### src/rtl/vector_box_side_solver_pkg.sv
// Purpose : shared defaults, FSM state type and counter width for the box side solver.
// Latency : n/a (type and constant definitions only).
// Backpr. : n/a.
package vbox_pkg;

  localparam int AREA_W_DEF = 8;
  localparam int SIDE_W_DEF = 4;
  localparam int CNT_W_DEF  = $clog2(AREA_W_DEF);

  typedef enum logic [1:0] {
    IDLE,
    DIV,
    DONE,
    ERR
  } state_t;

endpackage

### src/rtl/vector_box_side_solver_if.sv
// Purpose : request/result bundle of the box side solver (area + known side in, H/R/flags out).
// Latency : n/a (signal bundle only).
// Backpr. : start is ignored while busy or done is high; there is no queueing.
// Ports   : master = requester (drives start, Area_high/low, W, B);
//           slave  = solver (drives busy, done, H, R, exact, err, D_out, d_ovf).
interface vector_box_side_solver_if
  import vbox_pkg::*;
#(
  parameter int AREA_W = AREA_W_DEF,
  parameter int SIDE_W = SIDE_W_DEF
) ();

  logic                  start;
  logic [AREA_W/2-1:0]   Area_high;
  logic [AREA_W/2-1:0]   Area_low;
  logic [SIDE_W-1:0]     W;
  logic [SIDE_W-1:0]     B;
  logic                  busy;
  logic                  done;
  logic [AREA_W-1:0]     H;
  logic [SIDE_W-1:0]     R;
  logic                  exact;
  logic                  err;
  logic [SIDE_W-1:0]     D_out;
  logic                  d_ovf;

  modport master (
    output start, Area_high, Area_low, W, B,
    input  busy, done, H, R, exact, err, D_out, d_ovf
  );

  modport slave (
    input  start, Area_high, Area_low, W, B,
    output busy, done, H, R, exact, err, D_out, d_ovf
  );

endinterface

### src/rtl/vector_box_side_solver_div_step.sv
// Purpose : one combinational restoring-division step (shift in a dividend bit, trial subtract W).
// Latency : combinational.
// Backpr. : none.
// Ports   : rem_in (partial remainder, always < W), q_bit (next dividend bit, MSB first), W (divisor)
//           -> rem_out (new partial remainder), q_out (quotient bit).
module vbox_div_step
  import vbox_pkg::*;
#(
  parameter int SIDE_W = SIDE_W_DEF
) (
  input  logic [SIDE_W-1:0] rem_in,
  input  logic              q_bit,
  input  logic [SIDE_W-1:0] W,
  output logic [SIDE_W-1:0] rem_out,
  output logic              q_out
);

  // One extra bit: rem_in < W, so the shifted value is < 2*W and fits in SIDE_W+1 bits.
  logic [SIDE_W:0] rem_shift;

  always_comb begin
    rem_shift = {rem_in, q_bit};
    q_out     = (rem_shift >= {1'b0, W});
    // After a successful subtract the result is < W, so it fits back in SIDE_W bits.
    rem_out   = q_out ? SIDE_W'(rem_shift - {1'b0, W}) : rem_shift[SIDE_W-1:0];
  end

endmodule

### src/rtl/vector_box_side_solver.sv
// Purpose : H = area / W and R = area % W via an AREA_W-step restoring divider; err on W == 0.
// Latency : done at N+AREA_W+1 after start is sampled at edge N (N+1 for W == 0); busy N+1..N+AREA_W.
// Backpr. : start accepted only in IDLE (busy == 0 and done == 0); otherwise dropped, never queued.
// Ports   : clk, rst (sync, active high), bus (slave modport of vector_box_side_solver_if).
// Option  : VBOX_SOLVE_CORNER_EN adds D_out = B + H (truncated to SIDE_W) and d_ovf on carry-out;
//           without it D_out/d_ovf are tied low and B is ignored.
module vector_box_side_solver
  import vbox_pkg::*;
#(
  parameter int AREA_W = AREA_W_DEF,
  parameter int SIDE_W = SIDE_W_DEF
) (
  input  logic                      clk,
  input  logic                      rst,
  vector_box_side_solver_if.slave   bus
);

  localparam int CNT_W = $clog2(AREA_W);

  state_t              state;
  logic [CNT_W-1:0]    count;
  logic [SIDE_W-1:0]   rem;
  logic [AREA_W-1:0]   q;
  logic [SIDE_W-1:0]   w_q;

  logic                busy_q;
  logic                done_q;
  logic [AREA_W-1:0]   h_q;
  logic [SIDE_W-1:0]   r_q;
  logic                exact_q;
  logic                err_q;
  logic [SIDE_W-1:0]   d_out_q;
  logic                d_ovf_q;

  logic [AREA_W-1:0]   area_in;
  logic [SIDE_W-1:0]   step_rem;
  logic                step_q;
  logic [AREA_W-1:0]   h_next;

  assign area_in = {bus.Area_high, bus.Area_low};

  // The quotient shifts in from the bottom as dividend bits leave from the top,
  // so one register holds both.
  vbox_div_step #(.SIDE_W(SIDE_W)) u_step (
    .rem_in  (rem),
    .q_bit   (q[AREA_W-1]),
    .W       (w_q),
    .rem_out (step_rem),
    .q_out   (step_q)
  );

  assign h_next = {q[AREA_W-2:0], step_q};

`ifdef VBOX_SOLVE_CORNER_EN
  logic [SIDE_W-1:0]   b_q;
  logic [AREA_W:0]     corner_sum;

  assign corner_sum = {1'b0, h_next} + {{(AREA_W+1-SIDE_W){1'b0}}, b_q};
`endif

  always_ff @(posedge clk) begin
    if (rst) begin
      state   <= IDLE;
      count   <= '0;
      rem     <= '0;
      q       <= '0;
      w_q     <= '0;
      busy_q  <= 1'b0;
      done_q  <= 1'b0;
      h_q     <= '0;
      r_q     <= '0;
      exact_q <= 1'b0;
      err_q   <= 1'b0;
      d_out_q <= '0;
      d_ovf_q <= 1'b0;
`ifdef VBOX_SOLVE_CORNER_EN
      b_q     <= '0;
`endif
    end else begin
      case (state)
        IDLE: begin
          if (bus.start) begin
            if (bus.W == '0) begin
              // Divide by zero: publish the error result on the very next cycle.
              state   <= ERR;
              done_q  <= 1'b1;
              err_q   <= 1'b1;
              h_q     <= '1;
              r_q     <= '0;
              exact_q <= 1'b0;
              d_out_q <= '0;
`ifdef VBOX_SOLVE_CORNER_EN
              d_ovf_q <= 1'b1;
`else
              d_ovf_q <= 1'b0;
`endif
            end else begin
              // Previous results stay visible; only the sticky err is cleared.
              state  <= DIV;
              busy_q <= 1'b1;
              err_q  <= 1'b0;
              count  <= '0;
              rem    <= '0;
              q      <= area_in;
              w_q    <= bus.W;
`ifdef VBOX_SOLVE_CORNER_EN
              b_q    <= bus.B;
`endif
            end
          end
        end

        DIV: begin
          q     <= h_next;
          rem   <= step_rem;
          count <= count + CNT_W'(1);
          if (count == CNT_W'(AREA_W - 1)) begin
            // Last step: results go straight from the step outputs so they
            // are valid in the same cycle done rises.
            state   <= DONE;
            busy_q  <= 1'b0;
            done_q  <= 1'b1;
            h_q     <= h_next;
            r_q     <= step_rem;
            exact_q <= (step_rem == '0);
`ifdef VBOX_SOLVE_CORNER_EN
            d_out_q <= corner_sum[SIDE_W-1:0];
            d_ovf_q <= |corner_sum[AREA_W:SIDE_W];
`endif
          end
        end

        DONE, ERR: begin
          done_q <= 1'b0;
          state  <= IDLE;
        end

        default: begin
          state <= IDLE;
        end
      endcase
    end
  end

  assign bus.busy  = busy_q;
  assign bus.done  = done_q;
  assign bus.H     = h_q;
  assign bus.R     = r_q;
  assign bus.exact = exact_q;
  assign bus.err   = err_q;
  assign bus.D_out = d_out_q;
  assign bus.d_ovf = d_ovf_q;

endmodule

### src/flat_wrapper.sv
// flat-port wrapper written by rule: the top's interface ports become plain ports
module vector_box_side_solver_flat import vbox_pkg::*;
#(
  parameter int AREA_W = AREA_W_DEF,
  parameter int SIDE_W = SIDE_W_DEF
)
  (clk, rst, bus_start, bus_Area_high, bus_Area_low, bus_W, bus_B, bus_busy, bus_done, bus_H, bus_R, bus_exact, bus_err, bus_D_out, bus_d_ovf);
  vector_box_side_solver_if #(.AREA_W(AREA_W), .SIDE_W(SIDE_W)) bus_i ();
  input  logic clk;
  input  logic rst;
  input wire logic [$bits(bus_i.start)-1:0] bus_start;
  input wire logic [$bits(bus_i.Area_high)-1:0] bus_Area_high;
  input wire logic [$bits(bus_i.Area_low)-1:0] bus_Area_low;
  input wire logic [$bits(bus_i.W)-1:0] bus_W;
  input wire logic [$bits(bus_i.B)-1:0] bus_B;
  output wire logic [$bits(bus_i.busy)-1:0] bus_busy;
  output wire logic [$bits(bus_i.done)-1:0] bus_done;
  output wire logic [$bits(bus_i.H)-1:0] bus_H;
  output wire logic [$bits(bus_i.R)-1:0] bus_R;
  output wire logic [$bits(bus_i.exact)-1:0] bus_exact;
  output wire logic [$bits(bus_i.err)-1:0] bus_err;
  output wire logic [$bits(bus_i.D_out)-1:0] bus_D_out;
  output wire logic [$bits(bus_i.d_ovf)-1:0] bus_d_ovf;
  assign bus_i.start = bus_start;
  assign bus_i.Area_high = bus_Area_high;
  assign bus_i.Area_low = bus_Area_low;
  assign bus_i.W = bus_W;
  assign bus_i.B = bus_B;
  assign bus_busy = bus_i.busy;
  assign bus_done = bus_i.done;
  assign bus_H = bus_i.H;
  assign bus_R = bus_i.R;
  assign bus_exact = bus_i.exact;
  assign bus_err = bus_i.err;
  assign bus_D_out = bus_i.D_out;
  assign bus_d_ovf = bus_i.d_ovf;
  vector_box_side_solver #(.AREA_W(AREA_W), .SIDE_W(SIDE_W)) u_core (.clk(clk), .rst(rst), .bus(bus_i));
endmodule
### config.mk
export PLATFORM = sky130hd
export DESIGN_NAME = vector_box_side_solver_flat
export DESIGN_NICKNAME = d
export VERILOG_FILES = /design/src/rtl/vector_box_side_solver_pkg.sv /design/src/rtl/vector_box_side_solver_if.sv /design/src/rtl/vector_box_side_solver_div_step.sv /design/src/rtl/vector_box_side_solver.sv /design/src/flat_wrapper.sv
export SDC_FILE = /design/constraint.sdc
export NUM_CORES = 1
export LEC_CHECK = 0
export ABC_AREA = 1
export CORE_MARGIN = 2
export CORE_UTILIZATION = 53
export CTS_BUF_LIST = sky130_fd_sc_hd__clkbuf_8 sky130_fd_sc_hd__clkbuf_16
export DETAILED_ROUTE_END_ITERATION = 10
export PLACE_DENSITY = 0.84
export SLEW_MARGIN = 20
export SYNTH_ARGS = -nofsm -noshare
export SYNTH_HDL_FRONTEND = slang
export SYNTH_SLANG_ARGS = --single-unit
### constraint.sdc
create_clock -name clk -period 4.8 [get_ports clk]
set_clock_uncertainty 0.2 [all_clocks]
set_input_delay 0.96 -clock clk [delete_from_list [all_inputs] [get_ports clk]]
set_output_delay 0.96 -clock clk [all_outputs]
set_load 0.01 [all_outputs]
Yosys cells after proc, flatten, opt, wreduce, memory -nomap -nowiden
Cells that the tools add are included.
{"block": "word_totals", "register_bits": 37, "in_bits": 19, "out_inout_bits": 21, "word_cells": 70}
{"block": "op_classes", "n_addsub": 2, "n_lt_le_gt_ge": 1, "n_eq_ne": 8, "n_mux": 35, "n_bitwise": 1, "n_reduce_logical": 12}
{"cell": "2-to-1 mux 8 bit", "n": 5}
{"cell": "one-hot mux 8 bit (2 select lines)", "n": 2}
{"cell": "2-to-1 mux 4 bit", "n": 6}
{"cell": "one-hot mux 4 bit (2 select lines)", "n": 2}
{"cell": "2-to-1 mux 1 bit", "n": 10}
{"cell": "AND reduction 3 bit", "n": 3}
{"cell": "zero test 4 bit", "n": 2}
{"cell": "AND reduction 4 bit", "n": 2}
{"cell": "2-to-1 mux 2 bit", "n": 3}
{"cell": "2-to-1 mux 3 bit", "n": 2}
{"cell": "one-hot mux 2 bit (3 select lines)", "n": 1}
{"cell": "one-hot mux 3 bit (2 select lines)", "n": 1}
{"cell": ">= comparator 5 x 4 -> 1 bit", "n": 1}
{"cell": "== test 2 bit (second input constant)", "n": 2}
{"cell": "inequality test 2 x 1 -> 1 bit (second input constant)", "n": 2}
{"cell": "inequality test 2 bit (second input constant)", "n": 2}
{"cell": "one-hot mux 1 bit (2 select lines)", "n": 2}
{"cell": "AND reduction 2 bit", "n": 2}
{"cell": "subtractor 4 bit", "n": 1}
{"cell": "adder 3 x 1 -> 3 bit (second input constant)", "n": 1}
{"cell": "== test 3 bit (second input constant)", "n": 1}
{"cell": "one-hot mux 1 bit (3 select lines)", "n": 1}
{"cell": "== test 2 x 1 -> 1 bit (second input constant)", "n": 1}
{"cell": "zero test 2 bit", "n": 1}
{"cell": "3 further kinds", "n": 3}

Logic depth before layout (Yosys ltp)
{"block": "depth", "word_depth": 5, "depth_mapped": 13, "depth_no_buf": 13}

Hierarchy
From an unflattened synthesis, not the netlist that was laid out.
{"block": "unflattened", "cells_unflattened": 262, "hier_area_um2": 1993.2}
{"module": "vector_box_side_solver", "n_inst": 1, "cells_per_inst": 223, "area_per_inst_um2": 1739.2, "seq_area_each_um2": 740.7}
{"module": "vbox_div_step", "n_inst": 1, "cells_per_inst": 39, "area_per_inst_um2": 254.0, "seq_area_each_um2": 0.0}

Worst setup path before layout
No wires, ideal clock.
{"block": "synth_path", "kind": "input -> register", "start": "in bus_W[1]", "end": "reg u_core.h_q[5], in the netlist u_core.bus.H[5]", "setup_time_ns": 0.070, "arrival_time_ns": 1.777, "t_required_ns": 4.530, "setup_slack_ns": 2.753, "cell_stages": 8, "path_buffers": 1, "cell_sequence": "nor2_1 -> nand2_1 -> a21oi_4 -> nand2_4 -> inv_4 -> buf_12 -> o21ai_2 -> a21oi_1"}
{"block": "synth_between", "elab_chain_cells": 3}
{"item": "from (decl)", "line_no": "flat_wrapper.sv:14", "source": "input wire logic [$bits(bus_i.W)-1:0] bus_W;"}
{"item": "zero test 4 bit", "line_no": "vector_box_side_solver.sv:83", "source": "if (bus.W == '0) begin"}
{"item": "inequality test 2 x 1 -> 1 bit (no line)"}
{"item": "AND reduction 4 bit (no line)"}
{"item": "to (signal assigned)", "line_no": "vector_box_side_solver.sv:123", "source": "h_q <= h_next;"}
{"item": "to (decl)", "line_no": "vector_box_side_solver.sv:28", "source": "logic [AREA_W-1:0] h_q;"}
No other way between the ends.
A chain may end at the register's enable or synchronous reset.

Final worst setup path
{"block": "layout_path", "start": "in rst", "end": "reg u_core.count[0]"}
{"item": "from (decl)", "line_no": "flat_wrapper.sv:10", "source": "input logic rst;"}
{"item": "to (signal assigned)", "line_no": "vector_box_side_solver.sv:116", "source": "count <= count + CNT_W'(1);"}
{"item": "to (decl)", "line_no": "vector_box_side_solver.sv:21", "source": "logic [CNT_W-1:0] count;"}
No word-level cell between the ends.

==> Flow_metrics.wiki <==
{| class="wikitable"
! Metric !! Value
|-
| Critical Path End Type || flip-flop
|-
| Number of distinct library cell variants in the gate-level netlist after synthesis || 34
|-
| Count of hold buffers inserted by post-cts repair || 0
|-
| Register clock-pin slew on the reported worst setup and hold paths || around 70 ps
|-
| Final Net Count || 272
|-
| Worst Hold Launch || u_core.bus.R[1]
|-
| Total Routed Length || around 3.7 mm
|-
| Non-filler cells in the finished layout || between 200 and 300
|-
| Leading cell types in the layout, fill and taps excluded || 37 x sky130_fd_sc_hd__dfxtp_1, 33 x sky130_fd_sc_hd__nand2_1, 30 x sky130_fd_sc_hd__clkdlybuf4s50_1, 25 x sky130_fd_sc_hd__a21oi_1, 19 x sky130_fd_sc_hd__nor2_1
|-
| Insertion delay of the later-clocked pin in the worst-skew pair || 290 ps
|-
| MaxCap Viol Count || 0
|-
| Number of input and output port buffers inserted || 30
|-
| Area of the die || approximately 3800 µm²
|-
| Overall via count from detail_route || between 1500 and 2000
|-
| Antenna-violating nets left || 0
|-
| TritonCTS buffer count || 5
|-
| Maximum buffer depth of the clock tree || 2
|-
| Setup repair after global routing missed its margin || no
|-
| Slew margin rel. || 0.474
|-
| Fraction of final layout cells with drive strength greater than 1 || 0.138
|-
| ANT cells || 0
|-
| Worst Setup Slack, final || 2030 ps
|-
| CP startpoint kind || primary input
|-
| Worst reg2reg path endpoint || u_core.rem[3]
|-
| TritonCTS sink count || 37
|-
| Worst Path Max Fanout || 21
|-
| CTS root buffer || sky130_fd_sc_hd__clkbuf_8
|-
| Aggregate global routing overflow || 0
|-
| Cells after Synth || ~220
|-
| Count of synthesis-stage warnings from yosys || 0
|-
| Initial core utilization || 0.540
|-
| R2R Path Start || u_core.w_q[2]
|-
| Antenna violations before repair || 0
|-
| Area growth, synth to finish || 21.0%
|-
| Post-Syn Area per Cell || around 8.2 µm²
|-
| Placeable core region || around 3300 µm²
|-
| Pin slew with the least headroom to its limit || just under 800 ps
|-
| Leak Pwr || around 0.86 nW
|-
| Number of cells traversed by the worst register-to-register path || 10
|-
| Pin count of the biggest net entering global routing || 22
|-
| Half-perimeter wire length after detailed placement || around 2.5 mm
|-
| IO Pins || 40
|-
| Proportion of synthesized area in mux cells || 0
|-
| Die outline width || 61.9 µm
|-
| Pwr Density || about 400 nW/µm²
|-
| Number of placement rows || 21
|-
| Worst voltage drop across the vdd grid || around 0.19 mV
|-
| Worst reg2reg setup slack || 2810 ps
|-
| Clock tree from TritonCTS || done
|-
| Drt pass-1 iters || 4
|-
| Placed cells || 285
|-
| Main combinational cell family by area after synthesis || compound AO/OA/AOI/OAI gates
|-
| Number of global-route vias before repair || approximately 1400
|-
| Basic-gate share of the synthesized area counting and, or, nand and nor cells || 0.202
|-
| Cell Area, Synth || between 1500 and 2000 µm²
|-
| Post-route total power || approximately 0.84 mW
|-
| Final-report setup violation count || 0
|-
| Pre-CTS WS || ~1700 ps
|-
| Final routed DRC violation total || 0
|-
| Min cycle time layout || 2770 ps
|-
| Average vias per placed instance || roughly 5.2
|-
| Final weighted congestion in routability-driven placement || 0.809
|-
| Sum of negative setup slack || 0 ps
|-
| Detailed Route Iter0 Violations || 110
|-
| Global Route Usage Sum || 0.213
|-
| Wire length of the first global-routing pass || about 6 mm
|-
| Total count of max-transition violations in the final report || 0
|-
| Hold Path Class || flip-flop to flip-flop
|-
| Die height || slightly above 60 µm
|-
| Instance count along the most critical hold path || 2
|-
| Number of register bits inferred by synthesis || 37
|-
| Run status || finished, final reports clean
|-
| Mean routed wirelength per cell || around 13 µm
|-
| Sequential-to-total area share from yosys stat || 0.417
|-
| Final number of hold-violating endpoints || 0
|-
| Compound-Gate Fraction of Synth Area || 0.221
|-
| Worst EP required || ~4800 ps
|-
| Most common library cell in the layout ignoring fill and taps || sky130_fd_sc_hd__dfxtp_1
|-
| Number of gates given a new drive strength after cts || 0
|-
| H-tree levels || 2
|-
| Period Utilization, post-route || 0.577
|-
| Hold endpoint || u_core.bus.R[1]
|-
| Category of the most critical setup path || primary input to flip-flop
|-
| Fraction of the mapped netlist area in adder cells || 0.0536
|-
| Crit path DAT || roughly 2800 ps
|-
| Post-CTS repair timing setup buffer count || 0
|-
| FMAX || around 360 MHz
|-
| Xor and xnor area share after synthesis || 0.00494
|}
## critical path: stages
cell	delay, ps
sky130_fd_sc_hd__clkdlybuf4s50_1	980
sky130_fd_sc_hd__inv_1	520
sky130_fd_sc_hd__o211ai_1	230
sky130_fd_sc_hd__inv_1	60
## flip-flops by register name, indices dropped and copies added (netlist names)
| register | count |
|---|---|
| u_core.bus.R | 4 |
| u_core.bus.err | 1 |
| u_core.bus.exact | 1 |
| u_core.bus.H | 8 |
| u_core.w_q | 4 |
| u_core.bus.done | 1 |
| u_core.rem | 4 |
| u_core.state | 2 |
| u_core.bus.busy | 1 |
| u_core.q | 8 |
| u_core.count | 3 |
## worst max path at each step
stage / start / end / slack, ps / cells after the start
6_report: rst / u_core.count[0] / 2030 / 4
5_1_grt: rst / u_core.bus.H[7] / 1900 / 4
4_1_cts: rst / u_core.count[0] / 2030 / 4
3_5_place_dp: rst / u_core.count[0] / 1720 / 4
3_3_place_gp: rst / u_core.count[0] / 1690 / 4
2_1_floorplan: bus_W[1] / u_core.bus.H[5] / 2750 / 8
## stage by stage
| step | hold WS, ps | utilization | area (µm²) |
|---|---|---|---|
| 6_report | 267 | 0.654 | 2150 |
| 5_1_grt | 281 | 0.654 | 2150 |
| 4_1_cts | 268 | 0.654 | 2150 |
| 3_5_place_dp | 255 | 0.626 | 2060 |
| 3_3_place_gp | 244 | 0.626 | 2060 |
| 2_1_floorplan | 236 | - | 1790 |
## cells by family after synthesis
kind of cell | Yosys count
simple gates | 75
compound gates | 62
flops | 37
buf+inv | 34
fa+ha+maj | 7
xor+xnor | 1
other cells | 1
## where the power goes
part	total, mW	internal [mW]	switching [mW]
Clock	0.225	0.113	0.112
Sequential	0.362	0.343	0.0196
Combinational	0.253	0.0994	0.154
Total	0.841	0.555	0.285
## Yosys cell counts, drive strengths merged
| master | n | share of area |
|---|---|---|
| or2 | 1 | 0.0035 |
| conb | 1 | 0.0021 |
| clkbuf | 4 | 0.0092 |
| dfxtp | 37 | 0.42 |
| nor3 | 1 | 0.0028 |
| xor2 | 1 | 0.0049 |
| a211oi | 9 | 0.038 |
| inv | 22 | 0.048 |
| nand2 | 41 | 0.11 |
| nor2 | 23 | 0.057 |
| nand3 | 8 | 0.023 |
| fa | 1 | 0.011 |
| ha | 6 | 0.042 |
| a21oi | 31 | 0.10 |
| o211ai | 1 | 0.0042 |
| nand3b | 1 | 0.0042 |
| o211a | 1 | 0.0056 |
| buf | 8 | 0.042 |
| o21ai | 19 | 0.064 |
| o31ai | 1 | 0.0042 |
## per-layer routing
metal | routed length (µm) | track usage
met1 | 1610 | 0.250
met2 | 1820 | 0.359
met3 | 175 | 0.0663
met4 | 97 | 0.0912
met5 | 0 | 0
## layout make-up
cell class | instances | area [µm²]
fill | 279 | 1140
timing repair buffer | 30 | 300
clock buffer | 6 | 82.6
sequential | 37 | 741
multi-input combinational | 150 | 873
tap | 46 | 57.6
inverter | 22 | 85.1
clock inverter | 1 | 7.51
Power figures use the tool's default switching activity.
